[config.mk]
export PLATFORM = sky130hd
export DESIGN_NAME = main_control_fsm
export DESIGN_NICKNAME = d
export VERILOG_FILES = /design/src/rtl/cpu_pkg.sv /design/src/rtl/main_control_outputs.sv /design/src/rtl/main_control_fsm.sv
export SDC_FILE = /design/constraint.sdc
export NUM_CORES = 1
export LEC_CHECK = 0
export CAP_MARGIN = 20
export CORE_MARGIN = 1.5
export CORE_UTILIZATION = 47
export DETAILED_ROUTE_END_ITERATION = 10
export PLACE_DENSITY_LB_ADDON = 0.08
export REMOVE_ABC_BUFFERS = 1
export SYNTH_ARGS = -nofsm -noshare
export SYNTH_HDL_FRONTEND = slang
export SYNTH_HIERARCHICAL = 1
export SYNTH_SLANG_ARGS = --single-unit
[constraint.sdc]
create_clock -name clk -period 4.5 [get_ports clk]
set_input_delay 0.9 -clock clk [delete_from_list [all_inputs] [get_ports clk]]
set_output_delay 0.9 -clock clk [all_outputs]
set_load 0.01 [all_outputs]
[src/rtl/cpu_pkg.sv]
`default_nettype none
// ============================================================================
// Module   : cpu_pkg
// Purpose  : Shared opcode, ALU_op, mux encodings, FSM state type and the
//            control word produced by the multi-cycle main control unit.
// Revision : 1.0 - initial release
// ============================================================================
package cpu_pkg;

   localparam logic [5:0] OP_RTYPE = 6'b000000;
   localparam logic [5:0] OP_LW    = 6'b100011;
   localparam logic [5:0] OP_SW    = 6'b101011;
   localparam logic [5:0] OP_BEQ   = 6'b000100;
   localparam logic [5:0] OP_J     = 6'b000010;
   localparam logic [5:0] OP_ADDI  = 6'b001000;

   localparam logic [1:0] ALUOP_ADD  = 2'b00;
   localparam logic [1:0] ALUOP_SUB  = 2'b01;
   localparam logic [1:0] ALUOP_FUNC = 2'b10;

   localparam logic [1:0] ASB_RT      = 2'b00;
   localparam logic [1:0] ASB_FOUR    = 2'b01;
   localparam logic [1:0] ASB_IMM     = 2'b10;
   localparam logic [1:0] ASB_IMM_SH2 = 2'b11;

   localparam logic [1:0] PCS_ALU    = 2'b00;
   localparam logic [1:0] PCS_ALUOUT = 2'b01;
   localparam logic [1:0] PCS_JUMP   = 2'b10;

   typedef enum logic [3:0] {
      S_IDLE      = 4'd0,
      S_FETCH     = 4'd1,
      S_DECODE    = 4'd2,
      S_MEM_ADDR  = 4'd3,
      S_MEM_READ  = 4'd4,
      S_MEM_WB    = 4'd5,
      S_MEM_WRITE = 4'd6,
      S_R_EXEC    = 4'd7,
      S_R_WB      = 4'd8,
      S_BRANCH    = 4'd9,
      S_JUMP      = 4'd10,
      S_ADDI_EXEC = 4'd11,
      S_ADDI_WB   = 4'd12
   } state_t;

   typedef struct packed {
      logic       pc_write;
      logic       pc_write_cond;
      logic       i_or_d;
      logic       mem_read;
      logic       mem_write;
      logic       ir_write;
      logic       mem_to_reg;
      logic       reg_dst;
      logic       reg_write;
      logic       alu_src_a;
      logic [1:0] alu_src_b;
      logic [1:0] alu_op;
      logic [1:0] pc_source;
      logic       illegal_op;
   } ctrl_t;

   function automatic logic is_legal_op(input logic [5:0] op);
      return (op == OP_RTYPE) || (op == OP_LW)  || (op == OP_SW) ||
             (op == OP_BEQ)   || (op == OP_J)   || (op == OP_ADDI);
   endfunction

endpackage : cpu_pkg
`default_nettype wire

[src/rtl/main_control_outputs.sv]
`default_nettype none
// ============================================================================
// Module   : main_control_outputs
// Purpose  : Pure decode of FSM state (plus mem_ready in FETCH and opcode in
//            DECODE) into the datapath control word.
// Revision : 1.0 - initial release
// ============================================================================
module main_control_outputs
   import cpu_pkg::*;
(
   input  state_t     i_state,
   input  logic       i_mem_ready,
   input  logic [5:0] i_opcode,
   output ctrl_t      o_ctrl
);

   always_comb begin
      o_ctrl = '0;
      case (i_state)
         S_FETCH: begin
            o_ctrl.mem_read  = 1'b1;
            o_ctrl.alu_src_b = ASB_FOUR;
            o_ctrl.alu_op    = ALUOP_ADD;
            o_ctrl.pc_source = PCS_ALU;
            // IR and PC load only in the cycle the instruction word arrives
            o_ctrl.ir_write  = i_mem_ready;
            o_ctrl.pc_write  = i_mem_ready;
         end
         S_DECODE: begin
            o_ctrl.alu_src_b  = ASB_IMM_SH2;
            o_ctrl.alu_op     = ALUOP_ADD;
            o_ctrl.illegal_op = ~is_legal_op(i_opcode);
         end
         S_MEM_ADDR, S_ADDI_EXEC: begin
            o_ctrl.alu_src_a = 1'b1;
            o_ctrl.alu_src_b = ASB_IMM;
            o_ctrl.alu_op    = ALUOP_ADD;
         end
         S_MEM_READ: begin
            o_ctrl.mem_read = 1'b1;
            o_ctrl.i_or_d   = 1'b1;
         end
         S_MEM_WB: begin
            o_ctrl.reg_write  = 1'b1;
            o_ctrl.mem_to_reg = 1'b1;
         end
         S_MEM_WRITE: begin
            o_ctrl.mem_write = 1'b1;
            o_ctrl.i_or_d    = 1'b1;
         end
         S_R_EXEC: begin
            o_ctrl.alu_src_a = 1'b1;
            o_ctrl.alu_src_b = ASB_RT;
            o_ctrl.alu_op    = ALUOP_FUNC;
         end
         S_R_WB: begin
            o_ctrl.reg_write = 1'b1;
            o_ctrl.reg_dst   = 1'b1;
         end
         S_BRANCH: begin
            o_ctrl.alu_src_a     = 1'b1;
            o_ctrl.alu_src_b     = ASB_RT;
            o_ctrl.alu_op        = ALUOP_SUB;
            o_ctrl.pc_write_cond = 1'b1;
            o_ctrl.pc_source     = PCS_ALUOUT;
         end
         S_JUMP: begin
            o_ctrl.pc_write  = 1'b1;
            o_ctrl.pc_source = PCS_JUMP;
         end
         S_ADDI_WB: begin
            o_ctrl.reg_write = 1'b1;
         end
         default: o_ctrl = '0;
      endcase
   end

endmodule : main_control_outputs
`default_nettype wire

[src/rtl/main_control_fsm.sv]
`default_nettype none
// ============================================================================
// Module   : main_control_fsm
// Purpose  : Multi-cycle MIPS main control: state register, next-state logic
//            and reset gating of the decoded control word.
// Revision : 1.0 - initial release
// ============================================================================
module main_control_fsm
   import cpu_pkg::*;
(
   input  logic       clk,
   input  logic       rst,
   input  logic [5:0] opcode,
   input  logic       mem_ready,
   output logic       pc_write,
   output logic       pc_write_cond,
   output logic       i_or_d,
   output logic       mem_read,
   output logic       mem_write,
   output logic       ir_write,
   output logic       mem_to_reg,
   output logic       reg_dst,
   output logic       reg_write,
   output logic       alu_src_a,
   output logic [1:0] alu_src_b,
   output logic [1:0] ALU_op,
   output logic [1:0] pc_source,
   output logic       illegal_op
);

   state_t r_state;
   state_t w_next_state;
   ctrl_t  w_ctrl_dec;
   ctrl_t  w_ctrl;

   always_ff @(posedge clk) begin
      if (rst) r_state <= S_IDLE;
      else     r_state <= w_next_state;
   end

   always_comb begin
      w_next_state = r_state;
      case (r_state)
         S_IDLE:      w_next_state = S_FETCH;
         S_FETCH:     w_next_state = mem_ready ? S_DECODE : S_FETCH;
         S_DECODE: begin
            case (opcode)
               OP_LW, OP_SW: w_next_state = S_MEM_ADDR;
               OP_RTYPE:     w_next_state = S_R_EXEC;
               OP_BEQ:       w_next_state = S_BRANCH;
               OP_J:         w_next_state = S_JUMP;
               OP_ADDI:      w_next_state = S_ADDI_EXEC;
               default:      w_next_state = S_FETCH;
            endcase
         end
         S_MEM_ADDR:  w_next_state = (opcode == OP_LW) ? S_MEM_READ : S_MEM_WRITE;
         S_MEM_READ:  w_next_state = mem_ready ? S_MEM_WB : S_MEM_READ;
         S_MEM_WB:    w_next_state = S_FETCH;
         S_MEM_WRITE: w_next_state = mem_ready ? S_FETCH : S_MEM_WRITE;
         S_R_EXEC:    w_next_state = S_R_WB;
         S_R_WB:      w_next_state = S_FETCH;
         S_BRANCH:    w_next_state = S_FETCH;
         S_JUMP:      w_next_state = S_FETCH;
         S_ADDI_EXEC: w_next_state = S_ADDI_WB;
         S_ADDI_WB:   w_next_state = S_FETCH;
         default:     w_next_state = S_IDLE;
      endcase
   end

   main_control_outputs u_outputs (
      .i_state     (r_state),
      .i_mem_ready (mem_ready),
      .i_opcode    (opcode),
      .o_ctrl      (w_ctrl_dec)
   );

   // Reset takes effect at the next edge; blank outputs in the reset cycle itself
   assign w_ctrl = rst ? '0 : w_ctrl_dec;

   assign pc_write      = w_ctrl.pc_write;
   assign pc_write_cond = w_ctrl.pc_write_cond;
   assign i_or_d        = w_ctrl.i_or_d;
   assign mem_read      = w_ctrl.mem_read;
   assign mem_write     = w_ctrl.mem_write;
   assign ir_write      = w_ctrl.ir_write;
   assign mem_to_reg    = w_ctrl.mem_to_reg;
   assign reg_dst       = w_ctrl.reg_dst;
   assign reg_write     = w_ctrl.reg_write;
   assign alu_src_a     = w_ctrl.alu_src_a;
   assign alu_src_b     = w_ctrl.alu_src_b;
   assign ALU_op        = w_ctrl.alu_op;
   assign pc_source     = w_ctrl.pc_source;
   assign illegal_op    = w_ctrl.illegal_op;

endmodule : main_control_fsm
`default_nettype wire

==> results of run 1 <==
kinds of logic (layout without fill, tap and decap cells):
| family | after synthesis | after routing |
|---|---|---|
| AND/OR/NAND/NOR | 58 | 58 |
| AO/OA/AOI/OAI | 20 | 20 |
| buffers and inverters | 9 | 29 |
| flip-flops | 4 | 4 |
| XOR/XNOR | 2 | 2 |
| adder cells (fa/ha/maj) | 1 | 1 |
metrics by stage:
stage                     cells  power, mW  hold WS, ps  util (%)  setup WS, ps
after floorplan              86    0.08265        617.8         -          1900
after global placement      126     0.1100        708.6     67.84         712.7
after detailed placement    126     0.1110        737.2     67.84         667.2
after CTS                   129     0.1575        741.9     69.51         651.3
after global routing        129     0.1680        801.8     69.51         571.7
final                       129     0.1558        739.7     69.51         658.8
synthesized netlist by cell type (2+ instances only):
cell type,count,area [um2]
nor2b_1,19,118.9
nor2_1,11,41.29
a31oi_1,4,25.02
dfxtp_1,4,80.08
nor3_1,4,20.02
a21oi_1,3,15.01
clkbuf_1,3,11.26
nand2b_1,3,18.77
a211oi_1,2,15.01
buf_4,2,15.01
buf_6,2,22.52
nand2b_2,2,17.52
nand3_1,2,10.01
nand4_1,2,12.51
nor3b_1,2,15.01
report_power, final:
| part | internal, mW | switching (mW) | total (mW) |
|---|---|---|---|
| clock | 0.0299 | 0.0156 | 0.0455 |
| sequential | 0.0380 | 0.0122 | 0.0502 |
| combinational | 0.0354 | 0.0247 | 0.0601 |
cell type report:
| class | count | area, um2 |
|---|---|---|
| sequential | 4 | 80.08 |
| multi-input combinational | 81 | 563.0 |
| clock buffer | 3 | 22.52 |
| inverter | 1 | 3.754 |
| timing repair buffer | 25 | 250.2 |
| fill | 116 | 411.6 |
| tap | 15 | 18.77 |
layer usage:
| metal | up-vias | part of all wire [%] | global-route usage (%) |
|---|---|---|---|
| li1 | 383 | - | - |
| met1 | 338 | 49 | 25.20 |
| met2 | 17 | 48 | 30.31 |
| met3 | 0 | 3.3 | 3.913 |
| met4 | 0 | 0 | 0 |
| met5 | - | 0 | 0 |
worst max-delay path, cell delays in order:
cell             delay, ps
clkdlybuf4s50_1        660
maj3_2                 260
o31ai_2                 60
a2111oi_2              330
nor2b_1                180
clkdlybuf4s50_1        560
worst min-delay path by stage:
| stage | start | end | slack [ps] | cells after the start |
|---|---|---|---|---|
| final | r_state[1]$_SDFF_PP0_ | r_state[3]$_SDFF_PP0_ | 740 | 2 |
| after global routing | r_state[1]$_SDFF_PP0_ | r_state[3]$_SDFF_PP0_ | 800 | 2 |
| after CTS | r_state[1]$_SDFF_PP0_ | r_state[3]$_SDFF_PP0_ | 740 | 2 |
| after detailed placement | r_state[1]$_SDFF_PP0_ | r_state[3]$_SDFF_PP0_ | 740 | 2 |
| after global placement | r_state[1]$_SDFF_PP0_ | r_state[3]$_SDFF_PP0_ | 710 | 2 |
| after floorplan | r_state[1]$_SDFF_PP0_ | r_state[3]$_SDFF_PP0_ | 620 | 2 |
==> results.md, run 1 <==
- Status: complete, no violations
- Compound-Gate Fraction of Synth Area: 21.96%
- Area after DPL: 915.9 um2
- CTS Sinks: 4
- Post-synth ARST share: 0%
- Reg2reg start: r_state[1]$_SDFF_PP0_
- Register area share after synthesis: 11.43%
- Worst Setup EP: illegal_op
- Crit path kind: primary input to output port
- Max FO, Critical Path: 9
- Initial Util: 51.90%
- IO Pins: 26
- DP HPWL: 1.111 mm
- Largest register FFs: 4
- Synth cell types: 44
- Largest registers: r_state (4)
- Worst path required time: 3600 ps
- Via density: 5.721
- Yosys reg bits: 4
- Final Hold Fails: 0
- Most common flop cell mapped by yosys: dfxtp_1
- Clock skew: 5.089 ps
- Initial antenna violation count: 0
- Largest family of logic cells by synthesized area: simple AND/OR/NAND/NOR gates
- Clock buffer depth: 2
- Reg-to-reg setup timing slack: around 2600 ps
- Die W: ~42 um
- Worst hold-check path type: flop to flop
- Minimum clock period: a little under 4000 ps
- Area growth syn-to-layout: 33.93%
- Crit path from: opcode[1]
- Final net count: 125
- Clock latency on the worst-skew pair: 230 ps
- Mux contribution to synthesized area: 0%
- P_leak: 0.3257 nW
- Total track usage: 18.10%
- Post-Synth XOR/XNOR Area: under 10%
- Slew HR: 55.65%
- DR iter-0 viols: 9
- Maximum vdd drop: 0.2306 mV
- CTS tree: done
- Vias after detailed routing: roughly 740
- Post-Layout Inst Area: ~940 um2
- Gr ovfl total: 0
- First-pass GRT wire length: 2.587 mm
- Max-slew violations: 0
- Routability cong.: between 0.7 and 0.8
- CP arrival: 2940 ps
- Core footprint: 0.001350 mm2
- Vias in the first global route: 555
- Die Y: 41.61 um
- Post-route ant nets: 0
- Post-cts resize count: 0
- Die area: 0.001731 mm2
- Post-synthesis simple-gate area fraction: a little over half
- Syn. warnings: 6
- Aggregate routed wire length: 1.557 mm
- Post-synth EDFFs: 0
- Setup TNS: 0 ps
- Reg with most FFs: r_state
- Critical path launch point type: primary input
- N_diodes: 0
- Syn Area/Cell: 7.454 um2
- Clk pin slew, worst setup/hold paths: 40 ps
- Adder-Cell Fraction of Synth Area: 1.607%
- R2R depth: 3
- Largest net degree at the start of global routing: 21
- CTS root buffer: clkbuf_4
- CP endpoint kind: output port
- Most frequent cells in the layout: 25 x clkdlybuf4s50_1, 19 x nor2b_1, 11 x nor2_1
- Post-CTS Setup Bufs: 0
- R2r endpoint: r_state[1]$_SDFF_PP0_
- Num CTS Buffers: 3
- Cell Rows: 13
- # Max-Cap Violations: 0
- H-Tree Depth: 1
- Slew @ Worst Pin: 664.3 ps
- Synthesized cell area: 700.7 um2
- Cells after Synth: 94
- Max Fclk: 260.3 MHz
- RSZ-0062 raised after global routing: no
- Drt pass-1 iters: 4
- WL/cell: 12.07 um
- Ratio of cells with drive above 1 in the final layout: 12.28%
- Power per cell area: 166.0 mW/mm2
- CTS Hold Bufs: 0
- Commonest non-fill, non-tap cell in the layout: clkdlybuf4s50_1
- Final period util: 85.36%
- # port buffers: 25
- Final setup vio count: 0
- DR DRC count: 0
Note: power is estimated with default switching activity, not from simulation.
==> run 2: changes to the inputs <==
- ABC_CLOCK_PERIOD_IN_PS: unset -> 4500
- CORE_MARGIN: 1.5 -> unset
==> results.md, run 2 (same netlist as run 1, synthesis figures left out) <==
- Status: complete, no violations
- Final Non-Filler Cells: 129
- H-Tree Depth: 1
- Post-CTS Setup Bufs: 0
- IO Pins: 26
- Area after DPL: 915.9 um2
- # port buffers: 25
- CP arrival: 2940 ps
- RSZ-0062 raised after global routing: no
- Slowest cell delay on critical path: 660 ps
- Top cell by count, worst path: clkdlybuf4s50_1
- CP max stage cell: clkdlybuf4s50_1
- Vias in the first global route: 503
- Num CTS Buffers: 3
- Final period util: 85.40%
- Minimum clock period: 3843 ps
- Clock buffer depth: 2
- Post-route ant nets: 0
- Slew HR: a little over half
- Fin Hold WS: 731.3 ps
- DR DRC count: 0
- Cell Rows: 13
- CP endpoint kind: output port
- # Max-Cap Violations: 0
- Max Fclk: 260.2 MHz
- Drt pass-1 iters: 4
- Initial Util: around half
- Die W: 40.61 um
- Core footprint: about 0.0014 mm2
- Commonest non-fill, non-tap cell in the layout: clkdlybuf4s50_1
- Critical path launch point type: primary input
- Via density: 5.721
- Reg with most FFs: r_state
- Worst setup margin: 656.8 ps
- Aggregate routed wire length: 1.603 mm
- Vias after detailed routing: 738
- Placed Instances: 126
- Post-placement setup slack: around 670 ps
- First-pass GRT wire length: around 2.2 mm
- Worst path required time: 3600 ps
- DR iter-0 viols: 21
- Worst hold-check path type: flop to flop
- Largest net degree at the start of global routing: 21
- Clock skew: between 2 and 3 ps
- Final core occ: 69.51%
- P_leak: between 0.3 and 0.4 nW
- Maximum vdd drop: around 0.24 mV
- Crit path kind: primary input to output port
- Die area: roughly 0.0016 mm2
- Area growth syn-to-layout: 33.93%
- CTS root buffer: clkbuf_4
- Post-cts resize count: 0
- Die Y: 40.61 um
- Max-slew violations: 0
- Clk pin slew, worst setup/hold paths: 40 ps
- Most frequent cells in the layout: 25 x clkdlybuf4s50_1, 19 x nor2b_1, 11 x nor2_1
- WL/cell: 12.43 um
- Initial antenna violation count: 0
- Crit-path cells: clkdlybuf4s50_1, maj3_2, o31ai_2, a2111oi_2, nor2b_1, clkdlybuf4s50_1
- Total track usage: 20.27%
- N_diodes: 0
- Ratio of cells with drive above 1 in the final layout: about 12%
- Final net count: 125
- Post-Layout Inst Area: 938.4 um2
- # fillers: 118
- Power per cell area: 169.4 mW/mm2
- Largest register FFs: 4
- Clock latency on the worst-skew pair: around 240 ps
- Max FO, Critical Path: 9
- Final Hold Fails: 0
- Final setup vio count: 0
- Setup TNS: 0 ps
- Largest registers: r_state (4)
- Gr ovfl total: 0
- CTS Sinks: 4
- Power Total: 158.9 uW
- CTS tree: done
- Slew @ Worst Pin: around 700 ps
- DP HPWL: 1.086 mm
- Routability cong.: between 0.7 and 0.8
- CTS Hold Bufs: 0
run 2: final timing paths:
check | from | end | slack (ps) | depth (start not counted)
hold reg to reg | r_state[1]$_SDFF_PP0_ | r_state[3]$_SDFF_PP0_ | 730 | 2
setup / recovery | opcode[1] | illegal_op | 660 | 6
hold / removal | r_state[1]$_SDFF_PP0_ | r_state[3]$_SDFF_PP0_ | 730 | 2
setup reg to reg | r_state[1]$_SDFF_PP0_ | r_state[1]$_SDFF_PP0_ | 2620 | 3
run 2: area by class of cell:
class | count | area (um2) | area share [%]
Clock buffer | 3 | 22.52 | 2.400
Inverter | 1 | 3.754 | 0.4000
Multi-Input combinational cell | 81 | 563.0 | 60.00
Sequential cell | 4 | 80.08 | 8.533
Tap cell | 15 | 18.77 | 2.000
Timing Repair Buffer | 25 | 250.2 | 26.67
run 2: layer usage:
layer  part of all wire, %  track usage, %
met1                    48           25.65
met2                    48           34.13
met3                   4.1           4.891
met4                     0           5.000
met5                     0               0
run 2: critical path: cells and delay by family:
family / cells / cell delay (ps)
buffers and inverters: 2 / 1220
AO/OA/AOI/OAI: 2 / 400
adder cells (fa/ha/maj): 1 / 260
AND/OR/NAND/NOR: 1 / 170
run 2: power breakdown:
part / leakage [nW] / total (mW) / switching, mW / internal, mW
Clock: 0.0138 / 0.0479 / 0.0178 / 0.0300
Combinational: 0.279 / 0.0608 / 0.0254 / 0.0354
Sequential: 0.0327 / 0.0503 / 0.0122 / 0.0380
Total: 0.326 / 0.159 / 0.0555 / 0.103
